[src/rtl/pueo_trig_rx.sv]
// TURF trigger word receiver: phase-locked window capture, framing and sequence
// checks, trigger FIFO with an AXI4-Stream master output, error/overflow status.
module pueo_trig_rx #(
  parameter int PHASE_OFFSET = 3,
  parameter int FIFO_DEPTH   = 16
) (
  input  logic        sysclk_i,
  input  logic        sysclk_rst_i,
  input  logic        sysclk_phase_i,
  input  logic [11:0] turf_trig_i,
  input  logic [7:0]  turf_metadata_i,
  input  logic        turf_valid_i,
  output logic [19:0] m_trig_tdata,
  output logic        m_trig_tvalid,
  input  logic        m_trig_tready,
  output logic        locked_o,
  output logic        seq_err_o,
  output logic        frame_err_o,
  output logic        overflow_o,
  output logic [15:0] err_count_o,
  input  logic        clr_i
);
  localparam int AW = $clog2(FIFO_DEPTH);
  localparam logic [2:0] WIN_FIRST = 3'(PHASE_OFFSET);
  localparam logic [2:0] WIN_LAST  = 3'(PHASE_OFFSET + 3);

  logic [2:0]  pc_q, pc_d;
  logic        locked_q, locked_d;
  logic        pend_q, pend_d, samp_q, samp_d, bad_q, bad_d;
  logic [19:0] word_q, word_d;
  logic        seq_vld_q, seq_vld_d;
  logic [6:0]  exp_q, exp_d;
  logic        seq_err_q, seq_err_d, frame_err_q, frame_err_d;
  logic        overflow_q, overflow_d;
  logic [15:0] err_cnt_q, err_cnt_d;
  logic [AW-1:0] wr_ptr_q, wr_ptr_d, rd_ptr_q, rd_ptr_d;
  logic [AW:0]   cnt_q, cnt_d;
  logic        tvalid_q, tvalid_d;
  logic [19:0] mem_q [FIFO_DEPTH];

  logic [2:0]  rel;
  logic        in_win, phase_err, frame_det, seq_det, commit;
  logic        pop, full, push_ok, ovf_evt;
  logic [1:0]  n_err;
  logic [16:0] err_sum;

  always_comb begin
    pc_d        = sysclk_phase_i ? 3'd0 : pc_q + 3'd1;
    locked_d    = locked_q | sysclk_phase_i;
    pend_d      = pend_q;
    samp_d      = samp_q;
    bad_d       = bad_q;
    word_d      = word_q;
    frame_det   = 1'b0;
    commit      = 1'b0;
    rel         = pc_q - WIN_FIRST;
    in_win      = ~rel[2];
    phase_err   = sysclk_phase_i & locked_q & (pc_q != 3'd7);

    // A phase slip abandons the window outright; no framing judgement that cycle.
    if (locked_q) begin
      if (phase_err) begin
        pend_d = 1'b0;
      end else if (!in_win) begin
        frame_det = turf_valid_i;
      end else if (pc_q == WIN_FIRST) begin
        pend_d = turf_valid_i;
        samp_d = turf_valid_i;
        bad_d  = 1'b0;
        if (turf_valid_i) word_d = {turf_metadata_i, turf_trig_i};
      end else if (!bad_q && (turf_valid_i != samp_q)) begin
        frame_det = 1'b1;
        bad_d     = 1'b1;
        pend_d    = 1'b0;
      end else if (pc_q == WIN_LAST && pend_q) begin
        commit = 1'b1;
        pend_d = 1'b0;
      end
    end

    seq_det   = commit & seq_vld_q & (word_q[18:12] != exp_q);
    seq_vld_d = seq_vld_q | commit;
    exp_d     = commit ? word_q[18:12] + 7'd1 : exp_q;

    pop      = tvalid_q & m_trig_tready;
    full     = cnt_q == (AW+1)'(FIFO_DEPTH);
    push_ok  = commit & (~full | pop);
    ovf_evt  = commit & full & ~pop;
    wr_ptr_d = wr_ptr_q + {{(AW-1){1'b0}}, push_ok};
    rd_ptr_d = rd_ptr_q + {{(AW-1){1'b0}}, pop};
    cnt_d    = cnt_q + {{AW{1'b0}}, push_ok} - {{AW{1'b0}}, pop};
    // An entry becomes visible one cycle after it is written.
    tvalid_d = (cnt_q - {{AW{1'b0}}, pop}) != '0;

    n_err       = {1'b0, phase_err} + {1'b0, frame_det} + {1'b0, seq_det};
    err_sum     = {1'b0, (clr_i ? 16'd0 : err_cnt_q)} + {15'd0, n_err};
    err_cnt_d   = err_sum[16] ? 16'hFFFF : err_sum[15:0];
    overflow_d  = (overflow_q & ~clr_i) | ovf_evt;
    seq_err_d   = seq_det;
    frame_err_d = frame_det;
  end

  always_ff @(posedge sysclk_i or posedge sysclk_rst_i) begin
    if (sysclk_rst_i) begin
      pc_q        <= '0;
      locked_q    <= 1'b0;
      pend_q      <= 1'b0;
      samp_q      <= 1'b0;
      bad_q       <= 1'b0;
      word_q      <= '0;
      seq_vld_q   <= 1'b0;
      exp_q       <= '0;
      seq_err_q   <= 1'b0;
      frame_err_q <= 1'b0;
      overflow_q  <= 1'b0;
      err_cnt_q   <= '0;
      wr_ptr_q    <= '0;
      rd_ptr_q    <= '0;
      cnt_q       <= '0;
      tvalid_q    <= 1'b0;
    end else begin
      pc_q        <= pc_d;
      locked_q    <= locked_d;
      pend_q      <= pend_d;
      samp_q      <= samp_d;
      bad_q       <= bad_d;
      word_q      <= word_d;
      seq_vld_q   <= seq_vld_d;
      exp_q       <= exp_d;
      seq_err_q   <= seq_err_d;
      frame_err_q <= frame_err_d;
      overflow_q  <= overflow_d;
      err_cnt_q   <= err_cnt_d;
      wr_ptr_q    <= wr_ptr_d;
      rd_ptr_q    <= rd_ptr_d;
      cnt_q       <= cnt_d;
      tvalid_q    <= tvalid_d;
    end
  end

  always_ff @(posedge sysclk_i) begin
    if (push_ok) mem_q[wr_ptr_q] <= word_q;
  end

  assign m_trig_tvalid = tvalid_q;
  assign m_trig_tdata  = tvalid_q ? mem_q[rd_ptr_q] : '0;
  assign locked_o      = locked_q;
  assign seq_err_o     = seq_err_q;
  assign frame_err_o   = frame_err_q;
  assign overflow_o    = overflow_q;
  assign err_count_o   = err_cnt_q;
endmodule

[config.mk]
export PLATFORM = sky130hd
export DESIGN_NAME = pueo_trig_rx
export DESIGN_NICKNAME = d
export VERILOG_FILES = /design/src/rtl/pueo_trig_rx.sv
export SDC_FILE = /design/constraint.sdc
export NUM_CORES = 1
export LEC_CHECK = 0
export ABC_AREA = 1
export CAP_MARGIN = 15
export CORE_ASPECT_RATIO = 1.2
export CORE_MARGIN = 2
export CORE_UTILIZATION = 55
export DETAILED_ROUTE_END_ITERATION = 8
export GPL_TIMING_DRIVEN = 0
export PLACE_DENSITY = 0.76
export SYNTH_ARGS = -nofsm -noshare
export SYNTH_HDL_FRONTEND = slang
export SYNTH_SLANG_ARGS = --single-unit
[constraint.sdc]
create_clock -name sysclk_i -period 2.7 [get_ports sysclk_i]
set_input_delay 0.81 -clock sysclk_i [delete_from_list [all_inputs] [get_ports sysclk_i]]
set_output_delay 0.81 -clock sysclk_i [all_outputs]
set_load 0.05 [all_outputs]
==> results of run 1 <==
per-layer routing:
layer	vias to the layer above	share of wire
met3	190	0.090
met4	0	0.048
met5	-	0
met1	6273	0.35
li1	5831	-
met2	741	0.52
state kept, by name (all words and copies together), names as in the netlist:
register and count:
seq_err_o 1, cnt_q 5, wr_ptr_q 4, exp_q 7, frame_err_o 1, mem_q 320
pend_q 1, seq_vld_q 1, samp_q 1, rd_ptr_q 4, overflow_o 1, pc_q 3
locked_o 1, err_count_o 16, m_trig_tvalid 1, word_q 20, bad_q 1
repair_timing:
item | 4_1_cts | 5_1_grt
setup buffers | 27 | 15
resized for setup | 402 | 168
pin swaps | 64 | 71
endpoints found under the setup margin | 346 | 216
gates cloned | 5 | 9
layout by cell type (no fill, tap or decap), types with 8 or more instances in the layout:
| master | instances |
|---|---|
| nand2_1 | 548 |
| edfxtp_1 | 320 |
| inv_1 | 212 |
| nand3_2 | 131 |
| nand3_1 | 115 |
| dfrtp_1 | 64 |
| clkbuf_16 | 46 |
| clkdlybuf4s50_1 | 44 |
| buf_6 | 40 |
| buf_4 | 38 |
| nand2_2 | 37 |
| nor2_1 | 29 |
| nor2_4 | 17 |
| buf_8 | 15 |
| xor2_1 | 13 |
| ha_1 | 13 |
| a21oi_2 | 12 |
| a21oi_4 | 11 |
| clkbuf_4 | 11 |
| buf_12 | 10 |
| clkinv_2 | 10 |
| buf_2 | 9 |
| nand2_4 | 9 |
| xnor2_1 | 9 |
| nand4_1 | 8 |
| o21ai_1 | 8 |
worst min path at each step:
stage          cells past startpoint  slack, ps   endpoint
3_3_place_gp                       1        450  seq_vld_q
6_report                           1        480  seq_vld_q
2_1_floorplan                      1        440  seq_vld_q
5_1_grt                            1        520  seq_vld_q
3_5_place_dp                       1        470  seq_vld_q
4_1_cts                            1        480  seq_vld_q
through the flow:
| stage | setup WS [ps] | cells | power (mW) |
|---|---|---|---|
| final | -512 | 2276 | 23.5 |
| after global routing | -518 | 2276 | 24.4 |
| after CTS | -321 | 2258 | 22.1 |
| after detailed placement | -1210 | 2161 | 15.3 |
| after global placement | -1210 | 2151 | 15.1 |
| after floorplan | -201 | 1689 | 12.7 |
logic make-up (layout without fill, tap and decap cells):
| logic type | Yosys count | after routing | share of synthesized area |
|---|---|---|---|
| AND/OR/NAND/NOR | 914 | 917 | 0.225 |
| flip-flops | 388 | 388 | 0.662 |
| buffers and inverters | 299 | 487 | 0.0700 |
| AO/OA/AOI/OAI | 44 | 44 | 0.0139 |
| XOR/XNOR | 23 | 23 | 0.0118 |
| adder cells (fa/ha/maj) | 21 | 21 | 0.0167 |
power by group through the flow:
stage	clock network [mW]	logic, mW	registers (mW)
3_3_place_gp	0	7.17	7.90
2_1_floorplan	0	5.02	7.67
5_1_grt	5.58	10.9	7.95
6_report	5.32	10.3	7.91
3_5_place_dp	0	7.34	7.94
4_1_cts	5.31	8.91	7.84
area by class of cell:
| class | count | area, um^2 |
|---|---|---|
| Sequential cell | 388 | 11300 |
| Fill cell | 1907 | 8570 |
| Multi-Input combinational cell | 1005 | 5860 |
| Timing Repair Buffer | 123 | 1430 |
| Clock buffer | 41 | 961 |
| Inverter | 223 | 862 |
| Buffer | 74 | 792 |
| Tap cell | 396 | 495 |
| Clock inverter | 25 | 263 |
| Timing Repair inverter | 1 | 8.76 |
==> summary.txt, run 1 <==
Power
  • Switching part of the total: 0.403
  • Int Power: ~14 mW
  • Clock share of power: 0.226
  • Combinational Power Share: 0.438
  • Leak: between 9 and 10 nW
  • Power per cell area: roughly 1100 mW/mm^2
  • Switching power: about 9.5 mW
  • Flop pwr share: 0.336
  • Peak VDD IR: between 1 and 1.5 mV

Synth
  • Cell variety after synth: 32
  • Number of synthesized flops with an enable pin: 320
  • Post-synthesis cell area: 0.0171 mm^2
  • Most frequent cell after synthesis: nand2_1
  • Synth top area cells: edfxtp_1, nand2_1, dfrtp_1
  • Ys flop type: edfxtp_1
  • Post-Syn Area per Cell: 10.1 um^2
  • Synthesized flop and latch total: 388
  • Post-Syn Nets: 1,736
  • Post-synthesis cell count: ~1,700
  • Yosys top cell area share: 0.563
  • Synth cell count leaders: nand2_1, edfxtp_1, nand3_1, inv_1, dfrtp_1
  • Synth Warn #: 0
  • FFs w/ async S/R, synth: 0.175
  • Seq/Total Area, Yosys: 0.662
  • Largest area contributor in the netlist: edfxtp_1

Placement
  • I/O Buffers: 66
  • Placer Congestion: around 0.89
  • DP HPWL: 28,100 um
  • Dpl cell area: approximately 0.019 mm^2

Timing
  • Fin. Hold Viols: 0
  • Final Skew: 19.4 ps
  • Hold_ws: around 480 ps
  • Worst-Margin Slew: about 960 ps
  • Tcrit/Tclk final: 1.19
  • Setup TNS: -11,930 ps
  • Min setup slack post-route: -512 ps
  • Setup Viol. Count Final: 37
  • Unrepaired setup endpoints after global routing: true
  • Fin. max-slew vios: 0
  • Final min period: ~3200 ps
  • Slew HR: 0.363
  • Fmax: around 0.31 GHz

Layout
  • Design area: 0.0220 mm^2
  • Final net count: about 1,900
  • Util after Layout: 0.720
  • Ant. Diodes: 0
  • Layout area overhead: 28.8%
  • Share of cells above drive strength 1: 0.251

Clock tree
  • Clk Tree Root Cell: clkbuf_16
  • Clock Sinks: between 300 and 400
  • Cts bufs inserted: 36
  • CTS Hold Bufs: 0
  • CTS tree: done
  • Clock Path Buffers: 3
  • CTS H-tree depth: 2
  • Clk slew on worst S/H paths: around 70 ps
  • Worst-Skew Late Latency: between 500 and 600 ps

GRT
  • Routing usage on met1: 0.349
  • GRT Max-Usage Layer: met2
  • Grt ovf: 0
  • Grt met2 use: 0.510
  • Largest net degree at the start of global routing: 69
  • Vias in the first global route: about 13,000
  • Initial antenna violation count: 0
  • First-pass GRT wire length: roughly 70,000 um
  • Met3 usage: 0.0481
  • Tot GR Track Use: 0.286

Die
  • Die width: around 160 um
  • Placeable Area: a little over 0.03 mm^2
  • Die H: just under 200 um
  • Initial Util: 0.559
  • Ports: between 60 and 70
  • DIE AREA: between 0.03 and 0.04 mm^2
  • Rows: 70

Setup path
  • R2R depth: 17
  • CP peak stage delay: around 450 ps
  • Worst R2R End: err_count_o[8]
  • CP Capture Type: output pin
  • Crit-path most repeated cell: nand2_1
  • CP startpoint: rd_ptr_q[0]
  • Internal reg-to-reg setup slack: -270 ps
  • CP required: 1890 ps
  • Worst Setup Path Type: flop to output pin
  • Top delay family on crit path: buffers and inverters
  • Reg2reg start: pc_q[0]
  • Crit-path slowest cell: dfrtp_1
  • CP Data Arrival Time: about 2400 ps
  • CP Max Fanout: 10
  • Critical path depth: 9
  • Crit path to: m_trig_tdata[18]
  • CP Buf/Inv Count: 3
  • Critical path, cell by cell: buf_12 > clkbuf_2 > nand2_1 > nand2_1 > nand2_1 > nand3_2 > nand3_2 > a21oi_4 > buf_6
  • Setup crit start kind: flop

Drt
  • Routed vias: 13,000
  • Drt pass-1 iters: 6
  • WL/cell: roughly 21 um
  • DRC violations left: 0
  • DRT iter0 DRCs: around 1,100
  • Post-DR vias/cell: about 5.7
  • Antenna viol nets, final: 0
  • Final wirelength: just under 50,000 um

Flow run
  • Number of max-cap violations: 0

Outcome
  • Failing checks: negative setup slack
  • Outcome: finished, violations left

Min path
  • Min-delay worst type: flop to flop
  • Worst hold start: seq_vld_q
Note: power is estimated with default switching activity, not from simulation.
==> inputs of run 2 (changes only) <==
Settings changed: CAP_MARGIN 15 to default.
==> run 2 against run 1 <==
Compared with the run above: the flow still finishes with violations (negative setup slack); total power down 0.91%; critical path depth up 1; sequential share of layout area up 0.77 points; final cell count down 0.66%; die area unchanged; critical endpoint is now m_trig_tdata[8]; largest cell class unchanged.
==> summary.txt, run 2 (same netlist as run 1, synthesis figures left out) <==
Outcome
  • Outcome: finished, violations left
  • Failing checks: negative setup slack

GRT
  • Vias in the first global route: 12,800
  • First-pass GRT wire length: just under 70,000 um
  • Tot GR Track Use: 0.278
  • Initial antenna violation count: 0
  • Grt ovf: 0
  • Largest net degree at the start of global routing: 69

Clock tree
  • CTS tree: done
  • Clk slew on worst S/H paths: roughly 60 ps
  • CTS Hold Bufs: 0
  • Worst-Skew Late Latency: roughly 540 ps
  • CTS H-tree depth: 2
  • Clock Path Buffers: 3
  • Clk Tree Root Cell: clkbuf_16
  • Clock Sinks: between 300 and 400
  • Cts bufs inserted: 38

Setup path
  • Crit-path most repeated cell: nand2_1
  • Critical path, cell by cell: buf_6 > buf_4 > buf_4 > nand2_1 > nand2_1 > nand2_1 > nand3_1 > nand3_2 > a21oi_4 > buf_6
  • Worst Setup Path Type: flop to output pin
  • CP required: 1890 ps
  • CP Capture Type: output pin
  • CP Max Fanout: 10
  • CP Buf/Inv Count: 4
  • Setup crit start kind: flop
  • CP Data Arrival Time: 2280 ps
  • Crit-path slowest cell: dfrtp_1
  • Top delay family on crit path: buffers and inverters
  • CP peak stage delay: approximately 370 ps

Power
  • Peak VDD IR: approximately 1 mV
  • Switching power: between 9 and 10 mW
  • Power per cell area: approximately 1100 mW/mm^2
  • Int Power: between 10 and 15 mW
  • Combinational Power Share: 0.422
  • Leak: just over 9 nW
  • Clock share of power: 0.240
  • Switching part of the total: 0.400
  • Flop pwr share: 0.338

Layout
  • Reg with most FFs: mem_q
  • Most common cell after layout, fill and taps aside: nand2_1
  • Fillcell total: about 2,000
  • Design area: about 0.022 mm^2
  • Share of cells above drive strength 1: 0.236
  • Layout area overhead: 26.8%
  • Most frequent cells in the layout: nand2_1, edfxtp_1, inv_1
  • Number of flip-flops in the largest register: between 300 and 400
  • Final net count: roughly 1,900
  • Reg area: around 0.011 mm^2
  • Ant. Diodes: 0
  • Final Instance Count excl. Fillers: roughly 2,300
  • Multi-input logic area: 0.00586 mm^2

Timing
  • Slew HR: 0.341
  • Hold_ws: between 400 and 500 ps
  • Fmax: roughly 0.32 GHz
  • Fin. max-slew vios: 0
  • Fin. Hold Viols: 0
  • Setup TNS: -10,090 ps
  • Unrepaired setup endpoints after global routing: true
  • Worst-Margin Slew: ~990 ps
  • Setup Viol. Count Final: 36
  • Min setup slack post-route: -387 ps
  • Final min period: between 3000 and 4000 ps
  • Tcrit/Tclk final: 1.14
  • Final Skew: roughly 18 ps

Placement
  • I/O Buffers: between 60 and 70
  • Pre-CTS setup slack: -1290 ps
  • DP HPWL: around 27,000 um
  • # placed instances: roughly 2,200
  • Dpl cell area: 0.0184 mm^2
  • Placer Congestion: a little under 0.9

Die
  • DIE AREA: about 0.032 mm^2
  • Die width: roughly 160 um
  • Placeable Area: a little over 0.03 mm^2
  • Rows: 70
  • Initial Util: 0.559
  • Ports: 67
  • Die H: a little under 200 um

Drt
  • Drt pass-1 iters: 5
  • DRC violations left: 0
  • Final wirelength: roughly 46,000 um
  • Routed vias: around 13,000
  • Antenna viol nets, final: 0
  • DRT iter0 DRCs: approximately 1,100
  • WL/cell: about 20 um
  • Post-DR vias/cell: around 5.6

Flow run
  • Number of max-cap violations: 0

Min path
  • Min-delay worst type: flop to flop
==> run 2: final timing paths <==
check | startpoint | to | slack [ps] | cells past startpoint
max | rd_ptr_q[0] | m_trig_tdata[8] | -390 | 10
min | seq_vld_q | seq_vld_q | 490 | 1
max reg2reg | pc_q[0] | err_count_o[8] | -250 | 16
min reg2reg | seq_vld_q | seq_vld_q | 490 | 1
max in group asynchronous | sysclk_rst_i | pc_q[0] | 1290 | 2
min in group asynchronous | sysclk_rst_i | cnt_q[2] | 830 | 2
==> run 2: timing repair <==
action	4_1_cts	5_1_grt
endpoints found under the setup margin	360	310
buffers inserted	30	6
cloned	5	7
pin swaps	63	65
gates resized for setup	368	174
==> run 2: routing by layer <==
metal	wire (um)	vias to the layer above	track usage
met1	16400	6120	0.342
met5	0	-	0
met2	23700	684	0.493
met4	1790	0	0.106
li1	-	5808	-
met3	4050	150	0.0458
==> run 2: power by group through the flow <==
stage               Sequential (mW)  Clock, mW  Combinational, mW
detailed placement             7.94          0               7.32
finish                         7.88       5.61               9.84
CTS                            7.84       5.62               8.58
global placement               7.90          0               7.17
global route                   7.93       5.86               10.4
floorplan                      7.67          0               5.02
==> run 2: final cells by class <==
class / instances / area share
plain buffers: 75 / 0.0323
clock buffers: 44 / 0.0483
clock inverters: 24 / 0.0125
inverters: 223 / 0.0398
multi-input cells: 1007 / 0.270
flip-flops and latches: 388 / 0.522
well taps: 396 / 0.0229
repair buffers: 104 / 0.0516
==> run 2: through the flow <==
step	utilization	total power, mW
5_1_grt	0.709	24.2
6_report	0.709	23.3
4_1_cts	0.682	22.0
2_1_floorplan	-	12.7
3_5_place_dp	0.602	15.3
3_3_place_gp	0.602	15.1
==> inputs of run 3 (changes only) <==
Settings changed: SLEW_MARGIN from default to 40.
==> run 3 against run 2 <==
Compared with the run above: sequential share of layout area is 0.072 points higher; fmax is 1.2% lower; wire length is 5.1% higher; clock power is 6.6% lower; critical path type unchanged; final cell count hardly changed; first-iteration DRC count is 10% higher; the run still ends with negative setup slack left; register-to-register slack hardly changed; combinational power is 0.6% higher; total power is 1.3% lower; worst hold slack hardly changed; non-clock buffer count is 4 lower; sequential power hardly changed.
==> summary.txt, run 3 (same netlist as run 1, synthesis figures left out) <==
Outcome
  • Outcome: finished, violations left
  • Failing checks: negative setup slack

Die
  • Placeable Area: between 0.03 and 0.04 mm^2
  • Rows: 70
  • DIE AREA: 0.0325 mm^2
  • Ports: 67
  • Die width: about 160 um
  • Die H: about 200 um
  • Initial Util: 0.559

Clock tree
  • CTS Hold Bufs: 0
  • Clk slew on worst S/H paths: 70 ps
  • Cts bufs inserted: 37
  • Clock Path Buffers: 3
  • CTS tree: done
  • Worst-Skew Late Latency: about 540 ps
  • CTS H-tree depth: 2
  • Clock Sinks: between 300 and 400
  • Clk Tree Root Cell: clkbuf_16

Timing
  • Final min period: approximately 3100 ps
  • Tcrit/Tclk final: 1.16
  • Fin. max-slew vios: 0
  • Setup TNS: -10,750 ps
  • Setup Viol. Count Final: 36
  • Min setup slack post-route: -425 ps
  • Worst-Margin Slew: approximately 1000 ps
  • Slew HR: 0.341
  • Fin. Hold Viols: 0
  • Final Skew: roughly 23 ps
  • Fmax: about 0.32 GHz
  • Unrepaired setup endpoints after global routing: true

Layout
  • Most frequent cells in the layout: nand2_1, edfxtp_1, inv_1
  • Reg with most FFs: mem_q
  • Layout area overhead: 26.7%
  • Ant. Diodes: 0
  • Most common cell after layout, fill and taps aside: nand2_1
  • Share of cells above drive strength 1: 0.235
  • Number of flip-flops in the largest register: 320
  • Final net count: approximately 1,900
  • Fillcell total: slightly below 2,000

Drt
  • Antenna viol nets, final: 0
  • Post-DR vias/cell: ~5.7
  • DRC violations left: 0
  • WL/cell: around 21 um
  • DRT iter0 DRCs: ~1,300
  • Routed vias: between 10,000 and 15,000
  • Drt pass-1 iters: 6
  • Final wirelength: 48,200 um

Flow run
  • Number of max-cap violations: 0

Setup path
  • CP required: roughly 1900 ps
  • CP startpoint: rd_ptr_q[2]
  • CP Max Fanout: 10
  • Worst Setup Path Type: flop to output pin
  • R2R depth: 16
  • Setup crit start kind: flop
  • CP Data Arrival Time: 2320 ps
  • Reg2reg start: pc_q[0]
  • CP peak stage delay: slightly below 500 ps
  • Critical path, cell by cell: inv_1 > clkbuf_2 > nand3_1 > nand3_1 > a21oi_2 > buf_6
  • CP Capture Type: output pin
  • Crit-path most repeated cell: nand3_1
  • Crit-path slowest cell: dfrtp_2

GRT
  • Vias in the first global route: about 13,000
  • Initial antenna violation count: 0
  • Tot GR Track Use: 0.283
  • Largest net degree at the start of global routing: 57
  • First-pass GRT wire length: roughly 70,000 um
  • Grt ovf: 0

Min path
  • Hold path cells: 1
  • Worst hold start: seq_vld_q
  • Min-delay worst type: flop to flop

Placement
  • DP HPWL: ~27,000 um
  • I/O Buffers: 66
  • Placer Congestion: about 0.89

Power
  • Tot Pwr: about 23 mW
  • Peak VDD IR: about 1.2 mV
  • Leak: roughly 9.3 nW
  • Power per cell area: between 1000 and 1500 mW/mm^2
## run 3: final timing paths
| kind | end | slack (ps) |
|---|---|---|
| max reg2reg | err_count_o[12] | -250 |
| min reg2reg | seq_vld_q | 490 |
| min | seq_vld_q | 490 |
| min in group asynchronous | locked_o | 570 |
| max | m_trig_tdata[0] | -430 |
| max in group asynchronous | word_q[12] | 1610 |
## run 3: cell type report
cell class / count / area (um^2) / share of cell area
sequential: 388 / 11300 / 0.523
multi-input combinational: 1017 / 5890 / 0.272
timing repair buffer: 100 / 1110 / 0.0515
clock buffer: 47 / 1030 / 0.0474
inverter: 223 / 862 / 0.0398
buffer: 75 / 759 / 0.0351
tap: 396 / 495 / 0.0229
clock inverter: 17 / 175 / 0.00809
## run 3: worst max-delay path, delay by kind of cell, from the launching register on
kind	cells	cell delay (ps)
and+or+nand+nor	2	340
DFF	1	490
AOI/OAI and AO/OA	1	90
buffers and inverters	3	850
## run 3: power breakdown
part | internal [mW] | switching [mW] | leakage (nW)
registers | 7.14 | 0.752 | 3.78
clock network | 2.99 | 2.25 | 0.592
logic | 3.59 | 6.30 | 4.92
## run 3: stage by stage
step / cells / setup slack (ps) / hold WS [ps] / cell area, um^2 / util
3_3_place_gp: 2151 / -1210 / 452 / 18400 / 0.602
4_1_cts: 2251 / -316 / 488 / 21000 / 0.688
3_5_place_dp: 2152 / -1160 / 472 / 18500 / 0.605
5_1_grt: 2263 / -440 / 512 / 21600 / 0.708
6_report: 2263 / -425 / 485 / 21600 / 0.708
2_1_floorplan: 1689 / -201 / 440 / 17200 / -
## run 3: repair_timing
action                                 CTS  global route
setup buffers                           23             5
cloned                                  13             8
endpoints found under the hold margin    0             0
setup endpoints to repair              360           232
pin swaps                               72            75
resized for setup                      399           124
## run 3: layer usage
layer	up-vias	routed length, um	track usage
met1	6164	16400	0.347
met2	812	24400	0.499
met4	0	2520	0.105
li1	5830	-	-
met3	196	4850	0.0504
met5	-	0	0
